File: config.mk
export PLATFORM = sky130hd
export DESIGN_NAME = multi_cycle_ctrl
export DESIGN_NICKNAME = d
export VERILOG_FILES = /design/src/rtl/multi_cycle_ctrl.sv
export SDC_FILE = /design/constraint.sdc
export NUM_CORES = 1
export LEC_CHECK = 0
export ABC_AREA = 1
export ABC_CLOCK_PERIOD_IN_PS = 3300
export BUFFER_PORTS_ARGS = -buffer_cell sky130_fd_sc_hd__clkbuf_2
export CAP_MARGIN = 20
export CORE_MARGIN = 1
export CORE_UTILIZATION = 60
export DETAILED_ROUTE_END_ITERATION = 8
export PLACE_DENSITY = 0.86
export RECOVER_POWER = 50
export SYNTH_ARGS = -nofsm -noshare
export SYNTH_HDL_FRONTEND = slang
export SYNTH_SLANG_ARGS = --single-unit
File: constraint.sdc
create_clock -name clk -period 3.3 [get_ports clk]
set_input_delay 0.33 -clock clk [delete_from_list [all_inputs] [get_ports clk]]
set_output_delay 0.33 -clock clk [all_outputs]
set_load 0.02 [all_outputs]
File: src/rtl/multi_cycle_ctrl.sv
// rtl/multi_cycle_ctrl.sv - multi-cycle RV32I sequencer: per-cycle enables, shared memory handshake, counters.
// Optional macro MULTI_CYCLE_ILLEGAL_EN: unknown opcodes trap instead of retiring as NOP.
module multi_cycle_ctrl #(
    parameter int CNT_W = 32
) (
    input  logic             clk,
    input  logic             rst,
    input  logic [6:0]       opcode,
    input  logic             mem_ready,
    output logic             ir_write,
    output logic             pc_write,
    output logic             mem_req,
    output logic             mem_sel,
    output logic             mem_we,
    output logic             rf_write,
    output logic             halted,
    output logic             illegal,
    output logic [2:0]       state,
    output logic [CNT_W-1:0] instret,
    output logic [CNT_W-1:0] cycles
);

    typedef enum logic [2:0] {
        S_FETCH  = 3'd0,
        S_DECODE = 3'd1,
        S_EXEC   = 3'd2,
        S_MEM    = 3'd3,
        S_WB     = 3'd4,
        S_HALT   = 3'd5,
        S_TRAP   = 3'd6
    } state_t;

    localparam logic [6:0] OPC_LOAD   = 7'b0000011;
    localparam logic [6:0] OPC_STORE  = 7'b0100011;
    localparam logic [6:0] OPC_BRANCH = 7'b1100011;
    localparam logic [6:0] OPC_OP     = 7'b0110011;
    localparam logic [6:0] OPC_OPIMM  = 7'b0010011;
    localparam logic [6:0] OPC_LUI    = 7'b0110111;
    localparam logic [6:0] OPC_AUIPC  = 7'b0010111;
    localparam logic [6:0] OPC_JAL    = 7'b1101111;
    localparam logic [6:0] OPC_JALR   = 7'b1100111;
    localparam logic [6:0] OPC_SYSTEM = 7'b1110011;

    localparam logic [CNT_W-1:0] CNT_ONE = {{(CNT_W-1){1'b0}}, 1'b1};

    state_t           r_state;
    state_t           w_next;
    logic [CNT_W-1:0] r_instret;
    logic [CNT_W-1:0] r_cycles;
    logic             w_known;
    logic             w_is_store;
    logic             w_ir_write;
    logic             w_pc_write;
    logic             w_mem_req;
    logic             w_mem_sel;
    logic             w_mem_we;
    logic             w_rf_write;

    always_comb begin
        w_known = 1'b0;
        case (opcode)
            OPC_LOAD, OPC_STORE, OPC_BRANCH, OPC_OP, OPC_OPIMM,
            OPC_LUI, OPC_AUIPC, OPC_JAL, OPC_JALR: w_known = 1'b1;
            default:                               w_known = 1'b0;
        endcase
    end

    assign w_is_store = (opcode == OPC_STORE);

    always_comb begin
        w_next     = r_state;
        w_ir_write = 1'b0;
        w_pc_write = 1'b0;
        w_mem_req  = 1'b0;
        w_mem_sel  = 1'b0;
        w_mem_we   = 1'b0;
        w_rf_write = 1'b0;
        case (r_state)
            S_FETCH: begin
                w_mem_req = 1'b1;
                if (mem_ready) begin
                    w_ir_write = 1'b1;
                    w_next     = S_DECODE;
                end
            end
            S_DECODE: begin
                if (opcode == OPC_SYSTEM) begin
                    w_next = S_HALT;
                end else if (w_known) begin
                    w_next = S_EXEC;
                end else begin
`ifdef MULTI_CYCLE_ILLEGAL_EN
                    w_next = S_TRAP;
`else
                    w_pc_write = 1'b1;
                    w_next     = S_FETCH;
`endif
                end
            end
            S_EXEC: begin
                case (opcode)
                    OPC_LOAD, OPC_STORE: w_next = S_MEM;
                    OPC_BRANCH: begin
                        w_pc_write = 1'b1;
                        w_next     = S_FETCH;
                    end
                    default:             w_next = S_WB;
                endcase
            end
            S_MEM: begin
                // Request attributes depend only on state and IR opcode, so they hold steady across waits.
                w_mem_req = 1'b1;
                w_mem_sel = 1'b1;
                w_mem_we  = w_is_store;
                if (mem_ready) begin
                    if (w_is_store) begin
                        w_pc_write = 1'b1;
                        w_next     = S_FETCH;
                    end else begin
                        w_next = S_WB;
                    end
                end
            end
            S_WB: begin
                w_rf_write = 1'b1;
                w_pc_write = 1'b1;
                w_next     = S_FETCH;
            end
            S_HALT:  w_next = S_HALT;
            S_TRAP:  w_next = S_TRAP;
            default: w_next = S_FETCH;
        endcase
    end

    always_ff @(posedge clk) begin
        if (rst) begin
            r_state   <= S_FETCH;
            r_instret <= '0;
            r_cycles  <= '0;
        end else begin
            r_state <= w_next;
            if (w_pc_write) begin
                r_instret <= r_instret + CNT_ONE;
            end
            if ((r_state != S_HALT) && (r_state != S_TRAP)) begin
                r_cycles <= r_cycles + CNT_ONE;
            end
        end
    end

    // Reset masks every enable so an in-flight request is withdrawn in the reset cycle itself.
    assign ir_write = w_ir_write & ~rst;
    assign pc_write = w_pc_write & ~rst;
    assign mem_req  = w_mem_req  & ~rst;
    assign mem_sel  = w_mem_sel  & ~rst;
    assign mem_we   = w_mem_we   & ~rst;
    assign rf_write = w_rf_write & ~rst;
    assign halted   = (r_state == S_HALT) & ~rst;
`ifdef MULTI_CYCLE_ILLEGAL_EN
    assign illegal  = (r_state == S_TRAP) & ~rst;
`else
    assign illegal  = 1'b0;
`endif
    assign state    = r_state;
    assign instret  = r_instret;
    assign cycles   = r_cycles;

endmodule

==> key figures <==
Die
  – Floorplan Core Area: roughly 0.007 mm^2
  – Initial core utilization: 0.625
  – Die area: 0.00750 mm^2
  – IO Pins: 85
  – Placement Rows: 30
  – Die height: 86.6 um
  – Die Wd: 86.6 um

Yosys
  – Synth Cell Area: ~0.0043 mm^2
  – Seq cells post-synth: 67
  – Sequential-to-total area share from yosys stat: 0.312
  – Yosys warning total: 0
  – Ys async rst share: 0
  – Syn_nets: 717
  – Ranking of synthesized cells by area: dfxtp_1, nand2_1, nor2_1
  – Top FF cell, synth: dfxtp_1
  – Post-Syn Area per Cell: 6.09 um^2
  – Post-synth top area cell: dfxtp_1
  – Number of enable flip-flop cells after synthesis: 0
  – Synth Instances: 705
  – Top cell type's share of synthesized area: 0.312
  – Yosys cell types: 31

Drt
  – First-pass DRT Iterations: 8
  – Wire length per cell: 13.0 um
  – Detailed Route WL: 11400 um
  – Vias post-DR: 4851
  – Vias per inst: between 5 and 6
  – ANT nets after route: 0
  – Post-route DRC: 0
  – First-iteration detailed-routing DRC count: 330

Cells and area
  – Most frequent cells in the layout: nand2_1, nor2_1, clkbuf_1, dfxtp_1, a21oi_1
  – ANT cells: 0
  – Ratio of cells with drive above 1 in the final layout: 0.0677
  – Fin util: 0.699
  – Commonest non-fill, non-tap cell in the layout: nand2_1
  – Layout area overhead: 11.9%
  – Final std cell area, no fill: approximately 0.0048 mm^2
  – Final #Nets: 792
  – FILL cells: 641
  – Final std cells w/o fill: 879

Global route
  – Vias in the first global route: between 4000 and 5000
  – Pin count of the biggest net entering global routing: 50
  – Antenna violations before repair: 0
  – GRT overflow: 0
  – Global-route usage over all layers: 0.320
  – First-pass GRT wire length: 19100 um

Pwr
  – Switching power: 415 uW
  – Internal power: between 1 and 1.5 mW
  – LEAKAGE: 1.73 nW
  – Comb pwr share: 0.080
  – Max VDD drop: 236 uV
  – PwrDens: about 340 mW/mm^2
  – Overall power: approximately 1.6 mW
  – Clock Power Share: 0.408
  – Seq pwr share: 0.512
  – Switching part of the total: 0.256

Setup path
  – CP required: between 2 and 3 ns
  – Crit Path Max Fanout: 34
  – Worst setup path start: state[0]
  – Bufs and invs on worst path: 2
  – Reg2Reg Setup Slack: around 0.93 ns
  – Crit start category: flip-flop
  – Arr. time, crit path: 2.31 ns
  – Crit path kind: reg2out
  – Critical Path Max Stage Delay: 0.57 ns
  – Crit path capture type: output pin
  – Critical Path, Cell by Cell: nand2_1, nor2_2, inv_2, nor2_2, nand3_2, a21oi_1, clkbuf_2
  – Worst path top cell family by delay: simple AND/OR/NAND/NOR gates
  – CP max stage cell: nand3_2
  – Critical path's most frequent cell: nor2_2
  – Worst reg2reg path startpoint: state[0]

STA
  – Worst hold slack: 0.325 ns
  – Final slew viol count: 0
  – Setup ws final: 0.657 ns
  – RSZ-0062 raised after global routing: false
  – F_max: between 300 and 400 MHz
  – Worst Skew: between 0.007 and 0.008 ns
  – Final hold violation count: 0
  – Max transition margin: 0.505
  – Min Tclk post-route: 2.64 ns
  – Setup TNS Final: 0 ns
  – Number of setup violations in the final report: 0
  – Period utilisation layout: 0.801
  – Worst-margin pin slew: 0.742 ns

Clock tree
  – Max Buffers Root-to-Sink: 2
  – CTS H-tree lvls: 3
  – Clock Pin Slew Worst Setup and Hold Paths: 0.06 ns
  – Hold-fix buffers at CTS: 0
  – Clock sinks: 67
  – Post-CTS resize count: 0
  – Postcts setup bufs: 0
  – CTS tree: done
  – Clock root buffer: clkbuf_8
  – Clk_lat worst skew: 0.34 ns
  – CTS Buf Count: 9

Run
  – Number of max-cap violations: 0

Place
  – Setup slack at placement: approximately 0.92 ns
  – Routability cong.: between 0.9 and 1
  – Placed insts: 865
  – Port bufs: 83
  – Placed instance area: about 0.0047 mm^2
  – DP HPWL: around 8300 um

Worst hold path
  – Worst hold start: mem_ready
  – Worst hold-check path type: in2reg

Status
  – Status: complete, no violations
==> worst reg2reg max path: stages (launching register included) <==
cell	delay, ns
dfxtp_1	0.46
nand2_1	0.13
nor2_2	0.13
inv_2	0.05
nor2_2	0.11
nand3_2	0.57
nand2_4	0.60
nand2_1	0.12
a21oi_1	0.14
==> synthesized netlist by cell type (4+ instances only) <==
cell      count
a21oi_1      56
buf_2         4
buf_4         4
buf_6         4
clkbuf_1      8
dfxtp_1      67
inv_1        45
inv_2         5
nand2_1     241
nand3_1      52
nand3_2       4
nand3b_1     20
nand4_1      15
nor2_1      118
nor2_2        8
nor3_1        5
o21ai_0       9
xnor2_1       6
xor2_1       14
==> per-layer routing <==
metal  wire length [um]  GRT usage  vias up
li1                   -          -     2406
met1               4690      0.363     2187
met2               5620      0.584      218
met3                743     0.0400       40
met4                379      0.167        0
met5                  0          0        -
==> path summary, 6_finish.rpt <==
check | end | cells after the start
worst max-delay path | pc_write | 7
worst min-delay path | state[1] | 4
worst max register to register | instret[20] | 8
worst min register to register | cycles[12] | 1
==> registers in the layout (all words and copies together), names as in the netlist <==
| name | flops |
|---|---|
| state | 3 |
| instret | 32 |
| cycles | 32 |
==> kinds of logic after synthesis <==
group,after synthesis,share of synthesized area
AO/OA/AOI/OAI,72,0.0869
AND/OR/NAND/NOR,473,0.480
adder cells (fa/ha/maj),2,0.00583
flip-flops,67,0.312
buffers and inverters,70,0.0729
other,1,0.000874
XOR/XNOR,20,0.0408
==> power by group through the flow <==
stage	logic, mW	registers [mW]	clock network, mW
global route	0.144	0.831	0.703
finish	0.130	0.829	0.662
floorplan	0.0969	0.854	0
CTS	0.131	0.829	0.666
detailed placement	0.131	0.848	0
global placement	0.127	0.847	0
==> area by class of cell <==
class | instances | area (um^2) | share of cell area
clock inverters | 3 | 40.0 | 0.00834
inverters | 50 | 188 | 0.0391
clock buffers | 11 | 141 | 0.0294
flip-flops and latches | 67 | 1340 | 0.279
repair buffers | 84 | 339 | 0.0706
multi-input cells | 568 | 2630 | 0.548
well taps | 96 | 120 | 0.0250
Power figures use the tool's default switching activity.
